--- src/rtl/fb_plotter.sv ---
// fb_plotter: write-side engine for the 1-bit display framebuffer.
// It rasterises each accepted particle as a DOT_SIZE x DOT_SIZE square and
// clips that square to the screen. It also sweeps the whole frame on a
// clear request.
// Optional feature: define FB_PLOTTER_CLIP_COUNT_EN to add the clip_count
// output, a saturating count of off-screen plot beats.
`timescale 1ns/1ps

module fb_plotter #(
    parameter int unsigned DRAW_WIDTH  = 640,
    parameter int unsigned DRAW_HEIGHT = 480,
    parameter int unsigned DRAW_SIZE   = DRAW_WIDTH * DRAW_HEIGHT,
    parameter int unsigned DRAW_ADDRW  = $clog2(DRAW_SIZE),
    parameter int unsigned DRAW_DATAW  = 1,
    parameter int unsigned COORDW      = 10,
    parameter int unsigned DOT_SIZE    = 2
) (
    input  logic                  clk,
    input  logic                  rst,
    input  logic                  clear_start,
    input  logic [DRAW_DATAW-1:0] clear_color,
    input  logic                  pt_valid,
    output logic                  pt_ready,
    input  logic [COORDW-1:0]     pt_x,
    input  logic [COORDW-1:0]     pt_y,
    input  logic [DRAW_DATAW-1:0] pt_color,
    output logic                  busy,
    output logic                  done,
`ifdef FB_PLOTTER_CLIP_COUNT_EN
    output logic [15:0]           clip_count,
`endif
    output logic [DRAW_ADDRW-1:0] draw_addr_write,
    output logic [DRAW_DATAW-1:0] draw_data_in,
    output logic                  draw_we
);

    localparam int unsigned SUMW = COORDW + 1;
    localparam int unsigned DOTW = (DOT_SIZE > 1) ? $clog2(DOT_SIZE) : 1;

    typedef enum logic [1:0] {
        IDLE  = 2'd0,
        CLEAR = 2'd1,
        PLOT  = 2'd2
    } state_t;

    state_t                  state;
    logic [DRAW_ADDRW-1:0]   clr_addr;
    logic [DRAW_DATAW-1:0]   lat_color;
    logic [COORDW-1:0]       lat_x;
    logic [COORDW-1:0]       lat_y;
    logic [DOTW-1:0]         dx;
    logic [DOTW-1:0]         dy;

    logic [COORDW-1:0]       src_x;
    logic [COORDW-1:0]       src_y;
    logic [DRAW_DATAW-1:0]   src_color;
    logic [DOTW-1:0]         src_dx;
    logic [DOTW-1:0]         src_dy;
    logic [DOTW-1:0]         next_dx;
    logic [DOTW-1:0]         next_dy;
    logic [SUMW-1:0]         beat_px;
    logic [SUMW-1:0]         beat_py;
    logic                    beat_in;
    logic                    dot_last;
    logic [DRAW_ADDRW-1:0]   beat_addr;

    // Clear has priority over a pending point, so readiness drops with clear_start.
    assign pt_ready = (state == IDLE) && !clear_start;

    // Current plot beat. In IDLE this is the first beat of the point on the
    // input bus, so the beat can issue on the accepting edge.
    always_comb begin
        src_x     = pt_x;
        src_y     = pt_y;
        src_color = pt_color;
        src_dx    = '0;
        src_dy    = '0;
        if (state == PLOT) begin
            src_x     = lat_x;
            src_y     = lat_y;
            src_color = lat_color;
            src_dx    = dx;
            src_dy    = dy;
        end
        beat_px   = SUMW'(src_x) + SUMW'(src_dx);
        beat_py   = SUMW'(src_y) + SUMW'(src_dy);
        beat_in   = (32'(beat_px) < DRAW_WIDTH) && (32'(beat_py) < DRAW_HEIGHT);
        beat_addr = DRAW_ADDRW'(beat_py) * DRAW_ADDRW'(DRAW_WIDTH)
                  + DRAW_ADDRW'(beat_px);
        dot_last  = (src_dx == DOTW'(DOT_SIZE - 1)) && (src_dy == DOTW'(DOT_SIZE - 1));
        next_dx   = src_dx;
        next_dy   = src_dy;
        if (src_dx == DOTW'(DOT_SIZE - 1)) begin
            next_dx = '0;
            next_dy = src_dy + DOTW'(1);
        end else begin
            next_dx = src_dx + DOTW'(1);
        end
    end

    // Control FSM with registered framebuffer write port and status outputs.
    always_ff @(posedge clk) begin
        if (rst) begin
            state           <= IDLE;
            clr_addr        <= '0;
            lat_color       <= '0;
            lat_x           <= '0;
            lat_y           <= '0;
            dx              <= '0;
            dy              <= '0;
            busy            <= 1'b0;
            done            <= 1'b0;
            draw_we         <= 1'b0;
            draw_addr_write <= '0;
            draw_data_in    <= '0;
`ifdef FB_PLOTTER_CLIP_COUNT_EN
            clip_count      <= '0;
`endif
        end else begin
            draw_we <= 1'b0;
            done    <= 1'b0;
            case (state)
                IDLE: begin
                    busy <= 1'b0;
                    if (clear_start) begin
                        lat_color       <= clear_color;
                        busy            <= 1'b1;
                        draw_we         <= 1'b1;
                        draw_addr_write <= '0;
                        draw_data_in    <= clear_color;
                        clr_addr        <= DRAW_ADDRW'(1);
`ifdef FB_PLOTTER_CLIP_COUNT_EN
                        clip_count      <= '0;
`endif
                        if (DRAW_SIZE == 1) begin
                            done <= 1'b1;
                        end else begin
                            state <= CLEAR;
                        end
                    end else if (pt_valid) begin
                        lat_x           <= pt_x;
                        lat_y           <= pt_y;
                        lat_color       <= pt_color;
                        busy            <= 1'b1;
                        draw_we         <= beat_in;
                        draw_addr_write <= beat_addr;
                        draw_data_in    <= src_color;
`ifdef FB_PLOTTER_CLIP_COUNT_EN
                        if (!beat_in && clip_count != 16'hFFFF)
                            clip_count <= clip_count + 16'd1;
`endif
                        if (dot_last) begin
                            done <= 1'b1;
                        end else begin
                            dx    <= next_dx;
                            dy    <= next_dy;
                            state <= PLOT;
                        end
                    end
                end
                CLEAR: begin
                    draw_we         <= 1'b1;
                    draw_addr_write <= clr_addr;
                    draw_data_in    <= lat_color;
                    if (clr_addr == DRAW_ADDRW'(DRAW_SIZE - 1)) begin
                        done  <= 1'b1;
                        state <= IDLE;
                    end else begin
                        clr_addr <= clr_addr + DRAW_ADDRW'(1);
                    end
                end
                PLOT: begin
                    draw_we         <= beat_in;
                    draw_addr_write <= beat_addr;
                    draw_data_in    <= src_color;
`ifdef FB_PLOTTER_CLIP_COUNT_EN
                    if (!beat_in && clip_count != 16'hFFFF)
                        clip_count <= clip_count + 16'd1;
`endif
                    if (dot_last) begin
                        done  <= 1'b1;
                        state <= IDLE;
                    end else begin
                        dx <= next_dx;
                        dy <= next_dy;
                    end
                end
                default: begin
                    state <= IDLE;
                    busy  <= 1'b0;
                end
            endcase
        end
    end

endmodule

--- config.mk ---
export PLATFORM = sky130hd
export DESIGN_NAME = fb_plotter
export DESIGN_NICKNAME = d
export VERILOG_FILES = /design/src/rtl/fb_plotter.sv
export SDC_FILE = /design/constraint.sdc
export NUM_CORES = 1
export LEC_CHECK = 0
export ABC_AREA = 1
export CORE_ASPECT_RATIO = 2
export CORE_UTILIZATION = 43
export DETAILED_ROUTE_END_ITERATION = 6
export MAX_ROUTING_LAYER = met4
export PLACE_DENSITY = 0.67
export SETUP_SLACK_MARGIN = 0.4
export SKIP_CTS_REPAIR_TIMING = 1
export SLEW_MARGIN = 20
export SYNTH_ARGS = -nofsm -noshare
export SYNTH_HDL_FRONTEND = slang
export SYNTH_SLANG_ARGS = --single-unit
--- constraint.sdc ---
create_clock -name clk -period 5.68 [get_ports clk]
set_input_delay 0.568 -clock clk [delete_from_list [all_inputs] [get_ports clk]]
set_output_delay 0.568 -clock clk [all_outputs]
set_load 0.01 [all_outputs]
==> results.ini <==
[yosys]
synth_area_um2 = 4600
ys_ff_latch = 67
ys.flop_type = dfxtp_1
yosysWarningCount = 0
synth_common_cells = 120 x nand2_1, 82 x inv_1, 67 x dfxtp_1
yosys.cell_count.top_type = nand2_1
yosysUniqueCellTypes = 47
synth_top_area_share = 0.292
synth.avg_cell_area_um2 = 6.86
synthesis.instances = 670
async_flop_share = 0
synth_edf_count = 0
yosys.area.top_type = dfxtp_1
yosys-top-cells-area = dfxtp_1 29%, nand2_1 9.8%, ha_1 8.4%
syn_nets = 729
ys_seq_area_frac = 0.292

[floorplan]
die_area_um2 = 11100
initial_core_util = 0.439
core_um2 = 10500
num_rows = 53
die_h_um = 148
ios = 50
die_width_um = 75.1

[placement]
place_area_um2 = 5150
dp_slack_ns = 1.26
finalWeightedCongestion = 0.922
dp.cells = 836
dp_hpwl_um = 9660
port_buffers = 49

[critical_path]
cp_max_fo = 11
arrival_ns = 4.60
setup.worst_path.start_class = flip-flop
critPathLaunch = state[0]
worst-setup-path-type = flip-flop to flip-flop
reg2reg_depth = 26
cp-end-kind = flip-flop
rr_startpoint = state[0]
worstPathRequired_ns = 5.92

[detailed_routing]
antenna_left = 0
vias = 4605
via_per_inst = 5.40
first_iter_violations = 245
wl_per_cell_um = 14.7
drt_wl_total_um = 12600
drc = 0
firstDrtPassIters = 5

[global_route]
grt_first_pass_wirelength_um = 20500
antenna_found_initial = 0
grtUsageTotal = 0.250
grt_max_degree = 47
globalRouteOverflowTotal = 0
grt_pass1_vias = 4618

[layout]
fin_util = 0.518
fin_cells = 852
num-nets-final = 769
drive_gt1_frac = 0.0979
antenna_cells = 0
final_area_um2 = 5430
area_growth_pct = 18.0

[status]
status = finished, final reports clean

[clocking]
cts_buffer_depth = 2
insertion_delay_ns = 0.34
clock-root-buffer = clkbuf_16
cts_tree = built
cts_buffers = 9
htreeDepth = 3
path_clk_slew_ns = 0.06
cts_sinks = 67

[worst_hold_path]
min_from = lat_color
hold_depth = 2
hold_path.class = flip-flop to flip-flop

[timing]
skew_ns = 0.00536
setup_slack_ns = 1.32
max_freq_mhz = 230
setup_viol = 0
drv_slew = 0
timing.final.crit_share = 0.767
tightest_slew_ns = 0.995
holdWs_ns = 0.446
slew_headroom = 0.337
rsz0062_at_grt = false
tns_ns = 0
fin_crit_ns = 4.36
hold_viol = 0

[power]
ir_worst_vdd_uv = 221
power_mw = 2.47
power_density_nw_per_um2 = 454
p_leak_nw = 2.33

[job]
cap_violations = 0

-- flip-flops by register name (all words and copies together) (netlist names), 2 cells and up --
name             count
lat_x               10
clr_addr            19
lat_y               10
draw_addr_write     19
state                2
-- power breakdown --
part           internal [mW]  leakage (nW)  total, mW  switching (mW)
Sequential             0.566         0.548      0.619          0.0530
Clock                  0.309         0.132      0.529           0.220
Combinational          0.495          1.65       1.32           0.822
Total                   1.37          2.33       2.47            1.10
-- critical path: stages, from the launching register on --
cell and delay [ns]:
dfxtp_1 0.40, inv_1 0.10, ha_1 0.22, inv_1 0.26
nand2_1 0.09, o21ai_0 0.16, ha_1 0.29, ha_1 0.20
nand2_1 0.10, nor2_4 0.15, xnor2_1 0.13, inv_1 0.08
ha_1 0.32, fa_1 0.59, nand2_1 0.06, inv_1 0.06
nand4_1 0.07, nand3_1 0.09, nand2_1 0.09, nor2_1 0.20
nand3_1 0.12, nor2_1 0.14, nand3_2 0.10, nand3_1 0.09
nand3_1 0.06, nand2_1 0.06, inv_1 0.03
-- metal layers --
metal,track usage,up-vias,part of all wire
met3,0.0447,52,0.041
met4,0.159,0,0.053
met1,0.220,2105,0.34
met2,0.462,133,0.56
li1,-,2315,-
met5,-,-,0
-- area by class of cell --
type / instances / area, um2
Fill cell: 1116 / 5050
Multi-Input combinational cell: 493 / 2790
Sequential cell: 67 / 1340
Timing Repair Buffer: 53 / 520
Inverter: 86 / 323
Clock buffer: 11 / 243
Tap cell: 137 / 171
Clock inverter: 5 / 37.5
-- logic make-up (layout without fill, tap and decap cells) --
kind of cell	count (synthesis)	after routing	share of synthesized area
DFF	67	67	0.292
AOI/OAI and AO/OA	161	161	0.194
adders and majority gates	33	33	0.0931
buffers and inverters	110	155	0.101
and+or+nand+nor	286	286	0.293
xor gates and xnor gates	13	13	0.0264
-- cell usage in the layout (no fill, tap or decap), drive strengths merged, types with 3 or more instances in the layout --
cell type,synthesis,final
xnor2,5,5
nand2,136,136
clkdlybuf4s50,0,49
a21oi,65,65
inv,85,86
buf,11,4
dfxtp,67,67
nand4,19,19
o21a,3,3
a221oi,4,4
nand3,51,51
a31oi,6,6
or2,5,5
nor2,60,60
xor2,8,8
clkinv,1,3
clkbuf,13,11
o21ai,75,75
ha,31,31
nor3,10,10
-- final timing paths --
check / slack [ns] / end
max reg2reg: 1.32 / draw_addr_write[18]
min: 0.45 / lat_color
max: 1.32 / draw_addr_write[18]
min reg2reg: 0.45 / lat_color
(Power assumes the default switching activity.)
